`src/rtl/flog_issue_ctrl_if.sv`:
```
// flog_issue_ctrl_if
//   Operand/result stream bundle for the bfloat16 log2 issue controller.
//   master : the producer/consumer side (drives operands, accepts results)
//   slave  : the controller side (accepts operands, drives results)
//   in_data_i/in_valid_i/in_ready_o    : operand stream into the controller
//   out_data_o/out_valid_o/out_ready_i : result stream out of the controller
interface flog_issue_ctrl_if #(
  parameter int W = 16
) ();
  logic [W-1:0] in_data_i;
  logic         in_valid_i;
  logic         in_ready_o;
  logic [W-1:0] out_data_o;
  logic         out_valid_o;
  logic         out_ready_i;

  modport master (
    output in_data_i, in_valid_i, out_ready_i,
    input  in_ready_o, out_data_o, out_valid_o
  );

  modport slave (
    input  in_data_i, in_valid_i, out_ready_i,
    output in_ready_o, out_data_o, out_valid_o
  );
endinterface

```
`src/rtl/flog_issue_ctrl.sv`:
```
// flog_issue_ctrl
//   Front-end issue controller for the bfloat16 log2 core. Operands arrive on
//   a valid/ready stream into a small FIFO. IEEE special cases are answered
//   locally; normal operands are handed to the core one at a time and the
//   core result (or a quiet NaN on timeout) is returned in order.
// Ports:
//   clk, rst              : clock, asynchronous active-high reset
//   stream (slave)        : operand in / result out valid-ready streams
//   sign/exponent/fractional/input_valid : operand towards the core
//   s_res_i/e_res_i/f_res_i/valid_i      : result from the core
//   timeout_o             : one-cycle pulse when a core operation is aborted
module flog_issue_ctrl #(
  parameter int EXP        = 8,
  parameter int MAN        = 7,
  parameter int FIFO_DEPTH = 4,
  parameter int TIMEOUT    = 64
) (
  input  logic               clk,
  input  logic               rst,
  flog_issue_ctrl_if.slave   stream,
  output logic               sign,
  output logic [EXP-1:0]     exponent,
  output logic [MAN-1:0]     fractional,
  output logic               input_valid,
  input  logic               s_res_i,
  input  logic [EXP-1:0]     e_res_i,
  input  logic [MAN-1:0]     f_res_i,
  input  logic               valid_i,
  output logic               timeout_o
);
  localparam int W     = 1 + EXP + MAN;
  localparam int PTR_W = (FIFO_DEPTH > 1) ? $clog2(FIFO_DEPTH) : 1;
  localparam int CNT_W = $clog2(FIFO_DEPTH + 1);
  localparam int TMR_W = $clog2(TIMEOUT + 1);

  localparam logic [EXP-1:0]   EXP_ONES = {EXP{1'b1}};
  localparam logic [EXP-1:0]   EXP_ZERO = {EXP{1'b0}};
  localparam logic [MAN-1:0]   MAN_ZERO = {MAN{1'b0}};
  localparam logic [W-1:0]     RES_QNAN = {1'b0, EXP_ONES, 1'b1, {(MAN-1){1'b0}}};
  localparam logic [W-1:0]     RES_NINF = {1'b1, EXP_ONES, MAN_ZERO};
  localparam logic [W-1:0]     RES_PINF = {1'b0, EXP_ONES, MAN_ZERO};
  localparam logic [W-1:0]     RES_ZERO = {W{1'b0}};
  localparam logic [W-1:0]     VAL_ONE  = {2'b00, {(EXP-1){1'b1}}, MAN_ZERO};
  localparam logic [CNT_W-1:0] CNT_ZERO = {CNT_W{1'b0}};
  localparam logic [CNT_W-1:0] CNT_ONE  = CNT_W'(1);
  localparam logic [CNT_W-1:0] CNT_FULL = CNT_W'(FIFO_DEPTH);
  localparam logic [PTR_W-1:0] PTR_ZERO = {PTR_W{1'b0}};
  localparam logic [PTR_W-1:0] PTR_ONE  = PTR_W'(1);
  localparam logic [TMR_W-1:0] TMR_ZERO = {TMR_W{1'b0}};
  localparam logic [TMR_W-1:0] TMR_ONE  = TMR_W'(1);
  localparam logic [TMR_W-1:0] TMR_LAST = TMR_W'(TIMEOUT - 1);

  typedef enum logic [1:0] {
    ST_IDLE   = 2'd0,
    ST_ISSUE  = 2'd1,
    ST_RESULT = 2'd2
  } state_t;

  // Returns {is_special, local_result}; the first matching rule wins, so a
  // negative infinity is reported as NaN and -0 falls through to -inf.
  function automatic logic [W:0] classify_word(input logic [W-1:0] word);
    logic           w_sign;
    logic [EXP-1:0] w_exp;
    logic [MAN-1:0] w_man;
    logic [W:0]     res;
    w_sign = word[W-1];
    w_exp  = word[W-2 -: EXP];
    w_man  = word[MAN-1:0];
    if (w_exp == EXP_ONES && w_man != MAN_ZERO) begin
      res = {1'b1, RES_QNAN};
    end else if (w_sign && (w_exp != EXP_ZERO || w_man != MAN_ZERO)) begin
      res = {1'b1, RES_QNAN};
    end else if (w_exp == EXP_ZERO) begin
      res = {1'b1, RES_NINF};
    end else if (w_exp == EXP_ONES) begin
      res = {1'b1, RES_PINF};
    end else if (word == VAL_ONE) begin
      res = {1'b1, RES_ZERO};
    end else begin
      res = {1'b0, word};
    end
    return res;
  endfunction

  state_t           state_r, state_next;
  logic [W-1:0]     mem_r [FIFO_DEPTH];
  logic [PTR_W-1:0] rd_ptr_r, rd_ptr_next, wr_ptr_r;
  logic [CNT_W-1:0] count_r, count_next;
  logic [TMR_W-1:0] timer_r, timer_next;
  logic             sign_r, sign_next;
  logic [EXP-1:0]   exp_r, exp_next;
  logic [MAN-1:0]   man_r, man_next;
  logic             iv_r, iv_next;
  logic [W-1:0]     out_data_r, out_data_next;
  logic             out_valid_r, out_valid_next;
  logic             timeout_r, timeout_next;
  logic             push_s, pop_s;
  logic [W-1:0]     head_s;
  logic [W:0]       class_s;

  // Ready comes from the registered count only, so a pop frees space one cycle later.
  assign push_s  = stream.in_valid_i & (count_r != CNT_FULL);
  assign head_s  = mem_r[rd_ptr_r];
  assign class_s = classify_word(head_s);

  // FSM next state and next values of every registered output.
  always_comb begin
    state_next     = state_r;
    rd_ptr_next    = rd_ptr_r;
    timer_next     = timer_r;
    sign_next      = sign_r;
    exp_next       = exp_r;
    man_next       = man_r;
    iv_next        = iv_r;
    out_data_next  = out_data_r;
    out_valid_next = out_valid_r;
    timeout_next   = 1'b0;
    pop_s          = 1'b0;
    case (state_r)
      ST_IDLE: begin
        if (count_r != CNT_ZERO) begin
          pop_s       = 1'b1;
          rd_ptr_next = rd_ptr_r + PTR_ONE;
          if (class_s[W]) begin
            out_data_next  = class_s[W-1:0];
            out_valid_next = 1'b1;
            state_next     = ST_RESULT;
          end else begin
            sign_next  = head_s[W-1];
            exp_next   = head_s[W-2 -: EXP];
            man_next   = head_s[MAN-1:0];
            iv_next    = 1'b1;
            timer_next = TMR_ZERO;
            state_next = ST_ISSUE;
          end
        end else begin
          state_next = ST_IDLE;
        end
      end
      ST_ISSUE: begin
        if (valid_i) begin
          out_data_next  = {s_res_i, e_res_i, f_res_i};
          out_valid_next = 1'b1;
          iv_next        = 1'b0;
          state_next     = ST_RESULT;
        end else if (timer_r == TMR_LAST) begin
          // input_valid has now been high for exactly TIMEOUT cycles.
          out_data_next  = RES_QNAN;
          out_valid_next = 1'b1;
          timeout_next   = 1'b1;
          iv_next        = 1'b0;
          state_next     = ST_RESULT;
        end else begin
          timer_next = timer_r + TMR_ONE;
        end
      end
      ST_RESULT: begin
        if (stream.out_ready_i) begin
          out_valid_next = 1'b0;
          state_next     = ST_IDLE;
        end else begin
          state_next = ST_RESULT;
        end
      end
      default: begin
        iv_next        = 1'b0;
        out_valid_next = 1'b0;
        state_next     = ST_IDLE;
      end
    endcase
  end

  // FIFO occupancy update from the push/pop pair.
  always_comb begin
    count_next = count_r;
    case ({push_s, pop_s})
      2'b10:   count_next = count_r + CNT_ONE;
      2'b01:   count_next = count_r - CNT_ONE;
      default: count_next = count_r;
    endcase
  end

  // State, pointers and registered outputs.
  always_ff @(posedge clk or posedge rst) begin
    if (rst) begin
      state_r     <= ST_IDLE;
      rd_ptr_r    <= PTR_ZERO;
      wr_ptr_r    <= PTR_ZERO;
      count_r     <= CNT_ZERO;
      timer_r     <= TMR_ZERO;
      sign_r      <= 1'b0;
      exp_r       <= EXP_ZERO;
      man_r       <= MAN_ZERO;
      iv_r        <= 1'b0;
      out_data_r  <= RES_ZERO;
      out_valid_r <= 1'b0;
      timeout_r   <= 1'b0;
    end else begin
      state_r     <= state_next;
      rd_ptr_r    <= rd_ptr_next;
      wr_ptr_r    <= push_s ? (wr_ptr_r + PTR_ONE) : wr_ptr_r;
      count_r     <= count_next;
      timer_r     <= timer_next;
      sign_r      <= sign_next;
      exp_r       <= exp_next;
      man_r       <= man_next;
      iv_r        <= iv_next;
      out_data_r  <= out_data_next;
      out_valid_r <= out_valid_next;
      timeout_r   <= timeout_next;
    end
  end

  // Operand storage; emptiness is tracked by count, so no reset is needed here.
  always_ff @(posedge clk) begin
    if (push_s) begin
      mem_r[wr_ptr_r] <= stream.in_data_i;
    end
  end

  assign stream.in_ready_o  = (count_r != CNT_FULL);
  assign stream.out_data_o  = out_data_r;
  assign stream.out_valid_o = out_valid_r;
  assign sign               = sign_r;
  assign exponent           = exp_r;
  assign fractional         = man_r;
  assign input_valid        = iv_r;
  assign timeout_o          = timeout_r;
endmodule
```
`src/flat_wrapper.sv`:
```
// flat-port wrapper written by rule: the top's interface ports become plain ports
module flog_issue_ctrl_flat 
#(
  parameter int EXP        = 8,
  parameter int MAN        = 7,
  parameter int FIFO_DEPTH = 4,
  parameter int TIMEOUT    = 64
)
  (clk, rst, sign, exponent, fractional, input_valid, s_res_i, e_res_i, f_res_i, valid_i, timeout_o, stream_in_data_i, stream_in_valid_i, stream_out_ready_i, stream_in_ready_o, stream_out_data_o, stream_out_valid_o);
  flog_issue_ctrl_if stream_i ();
  input  logic clk;
  input  logic rst;
  output logic sign;
  output logic [EXP-1:0] exponent;
  output logic [MAN-1:0] fractional;
  output logic input_valid;
  input  logic s_res_i;
  input  logic [EXP-1:0] e_res_i;
  input  logic [MAN-1:0] f_res_i;
  input  logic valid_i;
  output logic timeout_o;
  input wire logic [$bits(stream_i.in_data_i)-1:0] stream_in_data_i;
  input wire logic [$bits(stream_i.in_valid_i)-1:0] stream_in_valid_i;
  input wire logic [$bits(stream_i.out_ready_i)-1:0] stream_out_ready_i;
  output wire logic [$bits(stream_i.in_ready_o)-1:0] stream_in_ready_o;
  output wire logic [$bits(stream_i.out_data_o)-1:0] stream_out_data_o;
  output wire logic [$bits(stream_i.out_valid_o)-1:0] stream_out_valid_o;
  assign stream_i.in_data_i = stream_in_data_i;
  assign stream_i.in_valid_i = stream_in_valid_i;
  assign stream_i.out_ready_i = stream_out_ready_i;
  assign stream_in_ready_o = stream_i.in_ready_o;
  assign stream_out_data_o = stream_i.out_data_o;
  assign stream_out_valid_o = stream_i.out_valid_o;
  flog_issue_ctrl #(.EXP(EXP), .MAN(MAN), .FIFO_DEPTH(FIFO_DEPTH), .TIMEOUT(TIMEOUT)) u_core (.clk(clk), .rst(rst), .stream(stream_i), .sign(sign), .exponent(exponent), .fractional(fractional), .input_valid(input_valid), .s_res_i(s_res_i), .e_res_i(e_res_i), .f_res_i(f_res_i), .valid_i(valid_i), .timeout_o(timeout_o));
endmodule
```
`config.mk`:
```
export PLATFORM = sky130hd
export DESIGN_NAME = flog_issue_ctrl_flat
export DESIGN_NICKNAME = d
export VERILOG_FILES = /design/src/rtl/flog_issue_ctrl_if.sv /design/src/rtl/flog_issue_ctrl.sv /design/src/flat_wrapper.sv
export SDC_FILE = /design/constraint.sdc
export NUM_CORES = 1
export LEC_CHECK = 0
export ABC_AREA = 1
export BUFFER_PORTS_ARGS = -buffer_cell sky130_fd_sc_hd__buf_2
export CORE_MARGIN = 4
export CORE_UTILIZATION = 34
export CTS_CLUSTER_SIZE = 25
export DETAILED_ROUTE_END_ITERATION = 10
export SKIP_LAST_GASP = 1
export SYNTH_ARGS = -nofsm -noshare
export SYNTH_HDL_FRONTEND = slang
export SYNTH_SLANG_ARGS = --single-unit
```
`constraint.sdc`:
```
create_clock -name clk -period 2.05 [get_ports clk]
set_input_delay 0.1025 -clock clk [delete_from_list [all_inputs] [get_ports clk]]
set_output_delay 0.1025 -clock clk [all_outputs]
set_load 0.02 [all_outputs]
```
# ---- Word level (Yosys, flattened, before mapping)
# Memories as Yosys holds them, arrays and structs flattened.
# Cells that the tools add are included.
dict set report op_classes {
  n_addsub 5
  eq_ne 15
  mux 40
  n_bitwise 3
  reduce_logical 16
}
# operator n
set ops {}
lappend ops {{17-bit two-way mux} 5}
lappend ops {{16-bit two-way mux} 4}
lappend ops {{16-bit one-hot mux with 2 select lines} 1}
lappend ops {{7-bit two-way mux} 4}
lappend ops {{16-bit by 14-bit equality test with 1-bit output, second input constant} 1}
lappend ops {{1-bit two-way mux} 16}
lappend ops {{7-bit one-hot mux with 2 select lines} 1}
lappend ops {{4-bit AND reduction} 3}
lappend ops {{2-bit two-way mux} 5}
lappend ops {{8-bit equality test, second input constant} 1}
lappend ops {{8-bit logical NOT} 1}
lappend ops {{2-bit != test, second input constant} 4}
lappend ops {{8-bit nonzero test} 1}
lappend ops {{7-bit by 1-bit adder with 7-bit output, second input constant} 1}
lappend ops {{7-bit by 6-bit equality test with 1-bit output, second input constant} 1}
lappend ops {{7-bit nonzero test} 1}
lappend ops {{1-bit one-hot mux with 3 select lines} 2}
lappend ops {{2-bit one-hot mux with 3 select lines} 1}
lappend ops {{3-bit one-hot mux with 2 select lines} 1}
lappend ops {{5-bit AND reduction} 1}
lappend ops {{2-bit by 1-bit adder with 2-bit output, second input constant} 2}
lappend ops {{2-bit by 1-bit equality test with 1-bit output, second input constant} 2}
lappend ops {{2-bit equality test, second input constant} 2}
lappend ops {{2-bit by 1-bit != test with 1-bit output, second input constant} 2}
lappend ops {{13 further kinds} 16}
dict set report totals {
  reg_bits 51
  ram_bits 64
  output_inout_bits 36
  n_memories 1
}
# memory depth width rd rd_ports_with_merged_regs write_ports line
set memory_table {}
lappend memory_table {u_core.mem_r 4 16 1 0 1 flog_issue_ctrl.sv:86} ;# logic [W-1:0] mem_r [FIFO_DEPTH];

# ---- Depth between registers and ports, before layout
# An unclocked memory read counts as a cell.
dict set report depth {
  word_depth 10
  depth_mapped 17
  mapped_depth_nobuf 15
}

# ---- Least setup slack after synthesis
# OpenSTA, ideal clock, no wires.
dict set report synth_timing {
  path_type {flip-flop to flip-flop}
  from {register u_core.count_r[0]}
  to {register u_core.count_r[2]}
  arrival_time_ns 1.890
  required_ns 1.926
  setup_slack_ns 0.035
  path_stages_with_launch 10
  n_path_buf 0
  path_cell_list {dfrtp_1 > inv_1 > nand3_1 > nand2_1 > ha_1 > inv_1 > fa_1 > a21oi_1 > o21ai_0 > xnor2_1}
}
dict set report synth_via {
  elab_cells_between_ends 11
}
# item line
set synth_lines {}
lappend synth_lines {{from (decl)} flog_issue_ctrl.sv:88} ;# logic [CNT_W-1:0] count_r, count_next;
lappend synth_lines {{from (signal assigned)} flog_issue_ctrl.sv:202} ;# count_r <= count_next;
lappend synth_lines {{3-bit != test *} --}
lappend synth_lines {{named net stream_in_ready_o} flat_wrapper.sv:25} ;# output wire logic [$bits(stream_i.in_ready_o)-1:0] stream_in_ready_o;
lappend synth_lines {{1-bit AND *} flog_issue_ctrl.sv:102} ;# assign push_s = stream.in_valid_i & (count_r != CNT_FULL);
lappend synth_lines {{2-bit by 1-bit equality test with 1-bit output / 2-bit equality test (equally long branches)} flog_issue_ctrl.sv:176} ;# case ({push_s, pop_s})
lappend synth_lines {{3-bit one-hot mux with 2 select lines / 2-bit nonzero test (equally long branches)} --}
# The timed path passes the listed nets; every way through them passes the cells marked *.
# A chain may end at the register's enable or synchronous reset.

# ---- Worst setup path after layout
dict set report layout_timing {
  from {register u_core.rd_ptr_r[0]}
  to {register u_core.out_data_r[15] (netlist: u_core.stream.out_data_o[15])}
}
dict set report layout_via {
  elab_chain_len 10
  elab_cells_between_ends 19
}
# item line
set layout_lines {}
lappend layout_lines {{from (decl)} flog_issue_ctrl.sv:87} ;# logic [PTR_W-1:0] rd_ptr_r, rd_ptr_next, wr_ptr_r;
lappend layout_lines {{from (signal assigned)} flog_issue_ctrl.sv:200} ;# rd_ptr_r <= rd_ptr_next;
lappend layout_lines {{memory 4 x 16 bit *} --}
lappend layout_lines {{16-bit by 14-bit equality test with 1-bit output} flog_issue_ctrl.sv:77} ;# end else if (word == VAL_ONE) begin
lappend layout_lines {{17-bit two-way mux} flog_issue_ctrl.sv:77}
lappend layout_lines {{17-bit two-way mux} flog_issue_ctrl.sv:75} ;# end else if (w_exp == EXP_ONES) begin
lappend layout_lines {{17-bit two-way mux} flog_issue_ctrl.sv:73} ;# end else if (w_exp == EXP_ZERO) begin
lappend layout_lines {{17-bit two-way mux} flog_issue_ctrl.sv:71} ;# end else if (w_sign && (w_exp != EXP_ZERO || w_man != MAN_ZERO)) begin
lappend layout_lines {{17-bit two-way mux *} flog_issue_ctrl.sv:69} ;# if (w_exp == EXP_ONES && w_man != MAN_ZERO) begin
lappend layout_lines {{16-bit two-way mux} flog_issue_ctrl.sv:124} ;# if (class_s[W]) begin
lappend layout_lines {{16-bit two-way mux} flog_issue_ctrl.sv:121} ;# if (count_r != CNT_ZERO) begin
lappend layout_lines {{16-bit one-hot mux with 2 select lines} flog_issue_ctrl.sv:119} ;# case (state_r)
lappend layout_lines {{to (signal assigned)} flog_issue_ctrl.sv:208} ;# out_data_r <= out_data_next;
lappend layout_lines {{to (decl)} flog_issue_ctrl.sv:94} ;# logic [W-1:0] out_data_r, out_data_next;
# Mark *: on every way between the ends. The rest lies on a longest branch, timed or not. The select of a mux whose other input is x is not followed.

==> impl_metrics.toml <==
[run_status]
status = "finished with violations"
violations = "negative setup slack"

[synth]
yosys.area.top_type_share_pct = 37.0
seq_area_frac_synth_pct = 61.6
synth_cells = 558
ys_ff_latch = 115
synth_area_mm2 = 0.00519
yosysWarningCount = 0
synth_top_cell_by_area = "edfxtp_1"
syn_avg_cell_area_um2 = 9.30
synth.distinct_cells = 29
syn_nets = 602
synth.top_cells.by_area = "edfxtp_1 37%, dfrtp_1 25%, nand2_1 17%"

[global_route]
grt_max_degree = 35
grt-ovfl-total = 0
first_global_vias = 4122
antenna_found_initial = 0
grt_usage_pct = 14.4
grt_pass1_wl_um = 20100

[cts]
cts.sinks = 115
cts-root-buf = "clkbuf_16"
numCtsBuffers = 17
cts_tree = "built"
clock_path_buffers = 2
clkLatencyLatePin_ns = 0.41
h-tree-depth = 4
clk_pin_slew_worst_paths_ns = 0.05

[critical_path]
cp_slowest_cell = "dfrtp_2"
r2r-end = "u_core.stream.out_data_o[15]"
cp-endpoint = "u_core.stream.out_data_o[15]"
path_buf_inv = 8
crit_fanout = 8
slowest_delay_ns = 0.46
path_common_cell = "buf_4"
reg2reg_slack_ns = -0.12
startpoint = "u_core.rd_ptr_r[0]"
cp-start-kind = "flip-flop"
crit_arrival_ns = 2.47
path_class = "reg2reg"
path_delay_family = "buffers and inverters"
cp-end-kind = "flip-flop"
r2r-start = "u_core.rd_ptr_r[0]"
path_cells = "buf_12 -> buf_12 -> inv_12 -> nand2_2 -> nand3_1 -> nand2_2 -> nand2_2 -> nor2_4 -> buf_4 -> buf_4 -> buf_4 -> buf_4 -> buf_4 -> nand3_2 -> o21ai_0 -> nand2_1 -> nand2_1"
r2r_cells = 17
cp_data_required_time_ns = 2.35
path_depth = 17

[routing]
antenna_left = 0
drc = 0
drt_pass1_iterations = 7
viasPerCell = 4.63
vias = 4270
route.detailed.wl_per_inst_um = 13.8
first_iter_violations = 276
routed_wl_um = 12700

[die]
core_area_mm2 = 0.0148
fp.dieW_um = 132
dieArea_mm2 = 0.0173
rows = 44
initial_core_util_pct = 35.2
fp.dieH_um = 132
io_pins = 73

[timing]
rsz0062_at_grt = "true"
skew_ns = 0.00780
fmax_mhz = 462
relSlewSlack_pct = 61.5
maxSlewViolCount = 0
period_minus_slack_ns = 2.17
worst_pin_slew_ns = 0.577
setup_violations = 39
worst_slack_ns = -0.117
fin_crit_sh_pct = 106
hold_viol = 0

[placed_design]
gp_congestion = 0.770
portBuffers = 72
placed_cells = 841
hpwl_um = 8420
post-place-ws_ns = -0.0651

[worst_hold_path]
hold_depth = 5
hold_path_class = "in2reg"

[layout]
syn2layout_area_growth_pct = 44.5
antenna_cells = 0
nets = 769
final_cells = 922
drive_gt1_share_pct = 36.7

[pwr]
p_leak_nw = 3.48
peakVddDrop_mv = 0.946
pwr_density_cell_mw_per_mm2 = 1680

[run]
drv_cap = 0
==> routing by layer <==
| metal | vias up | share of wire, % | track usage (%) |
|---|---|---|---|
| met4 | 0 | 1.6 | 5.13 |
| met2 | 81 | 50 | 23.4 |
| met1 | 2023 | 44 | 18.0 |
| met3 | 20 | 4.2 | 4.78 |
| met5 | - | 0 | 0 |
| li1 | 2146 | - | - |
==> worst min-delay path by stage <==
| stage | start | endpoint | slack (ns) |
|---|---|---|---|
| floorplan | valid_i | u_core.timeout_o | 0.17 |
| global placement | rst | u_core.stream.out_data_o[5] | 0.18 |
| detailed placement | rst | u_core.stream.out_data_o[3] | 0.20 |
| CTS | s_res_i | u_core.stream.out_data_o[15] | 0.005 |
| global route | s_res_i | u_core.stream.out_data_o[15] | 0.04 |
| finish | s_res_i | u_core.stream.out_data_o[15] | 0.03 |
==> power breakdown <==
group | internal (mW) | switching (mW) | total, mW
logic | 2.62 | 3.67 | 6.29
clock network | 1.84 | 0.998 | 2.83
registers | 3.15 | 0.349 | 3.50
==> cells in the mapped netlist <==
master / n
a21oi_1: 5
and2_1: 1
buf_2: 10
buf_4: 2
buf_6: 4
clkinv_1: 1
dfrtp_1: 51
edfxtp_1: 64
fa_1: 1
ha_1: 6
inv_1: 28
inv_2: 3
inv_4: 1
nand2_1: 236
nand2_2: 4
nand2_4: 1
nand3_1: 45
nand3_2: 1
nand3b_1: 1
nand4_2: 1
nor2_1: 38
nor2_2: 6
nor3_1: 3
o21ai_0: 9
o21ai_1: 23
or2_1: 3
or2_2: 5
xnor2_1: 3
xor2_1: 2
==> cell type report <==
class | count | area (um^2)
inverters | 33 | 139
clock inverters | 10 | 108
repair buffers | 161 | 1230
repair inverters | 3 | 52.6
well taps | 184 | 230
flip-flops and latches | 115 | 3200
fillers | 1340 | 7260
multi-input cells | 394 | 2070
clock buffers | 22 | 464
==> metrics by stage <==
stage | hold WS [ns] | utilization, % | area (um^2) | TNS [ns] | power, mW
finish | 0.0250 | 50.8 | 7500 | -3.04 | 12.6
CTS | 0.00526 | 46.9 | 6920 | -0.0387 | 11.3
floorplan | 0.169 | - | 5190 | 0 | 6.52
global placement | 0.183 | 40.9 | 6040 | -0.631 | 8.17
detailed placement | 0.196 | 40.9 | 6040 | -1.60 | 8.29
global route | 0.0398 | 50.8 | 7500 | -7.97 | 13.5
==> flip-flops by register name, indices dropped and copies added (netlist names) <==
| register | cells |
|---|---|
| u_core.state_r | 2 |
| u_core.fractional | 7 |
| u_core.timeout_o | 1 |
| u_core.stream.out_data_o | 16 |
| u_core.sign | 1 |
| u_core.count_r | 3 |
| u_core.input_valid | 1 |
| u_core.timer_r | 7 |
| u_core.exponent | 8 |
| u_core.stream.out_valid_o | 1 |
| u_core.wr_ptr_r | 2 |
| u_core.mem_r | 64 |
| u_core.rd_ptr_r | 2 |
==> cells by family after synthesis <==
group / synth area share (%)
AO/OA/AOI/OAI: 3.57
adder cells (fa/ha/maj): 1.83
flip-flops: 61.6
AND/OR/NAND/NOR: 27.5
buffers and inverters: 4.56
XOR/XNOR: 0.844
==> worst min-delay path, stage by stage <==
cell,delay (ns)
buf_2,0.08
nand2_1,0.05
o21ai_0,0.07
nand2_1,0.06
nand2_1,0.05
==> what timing repair did <==
item	CTS	global route
cloned	0	4
endpoints found under the hold margin	96	0
gates resized for setup	11	110
hold buffers	24	0
setup buffers	5	16
setup endpoints to repair	37	45
pin swaps	2	32
==> placed cells by master, fill, tap and decap left out, types with 21 or more instances in the layout <==
master,instances
o21ai_1,21
inv_1,25
buf_4,51
nand3_1,32
nor2_1,30
nand2_1,183
dfrtp_1,50
dlygate4sd3_1,24
edfxtp_1,64
nand2_2,49
buf_2,72
Note: power is estimated with default switching activity, not from simulation.
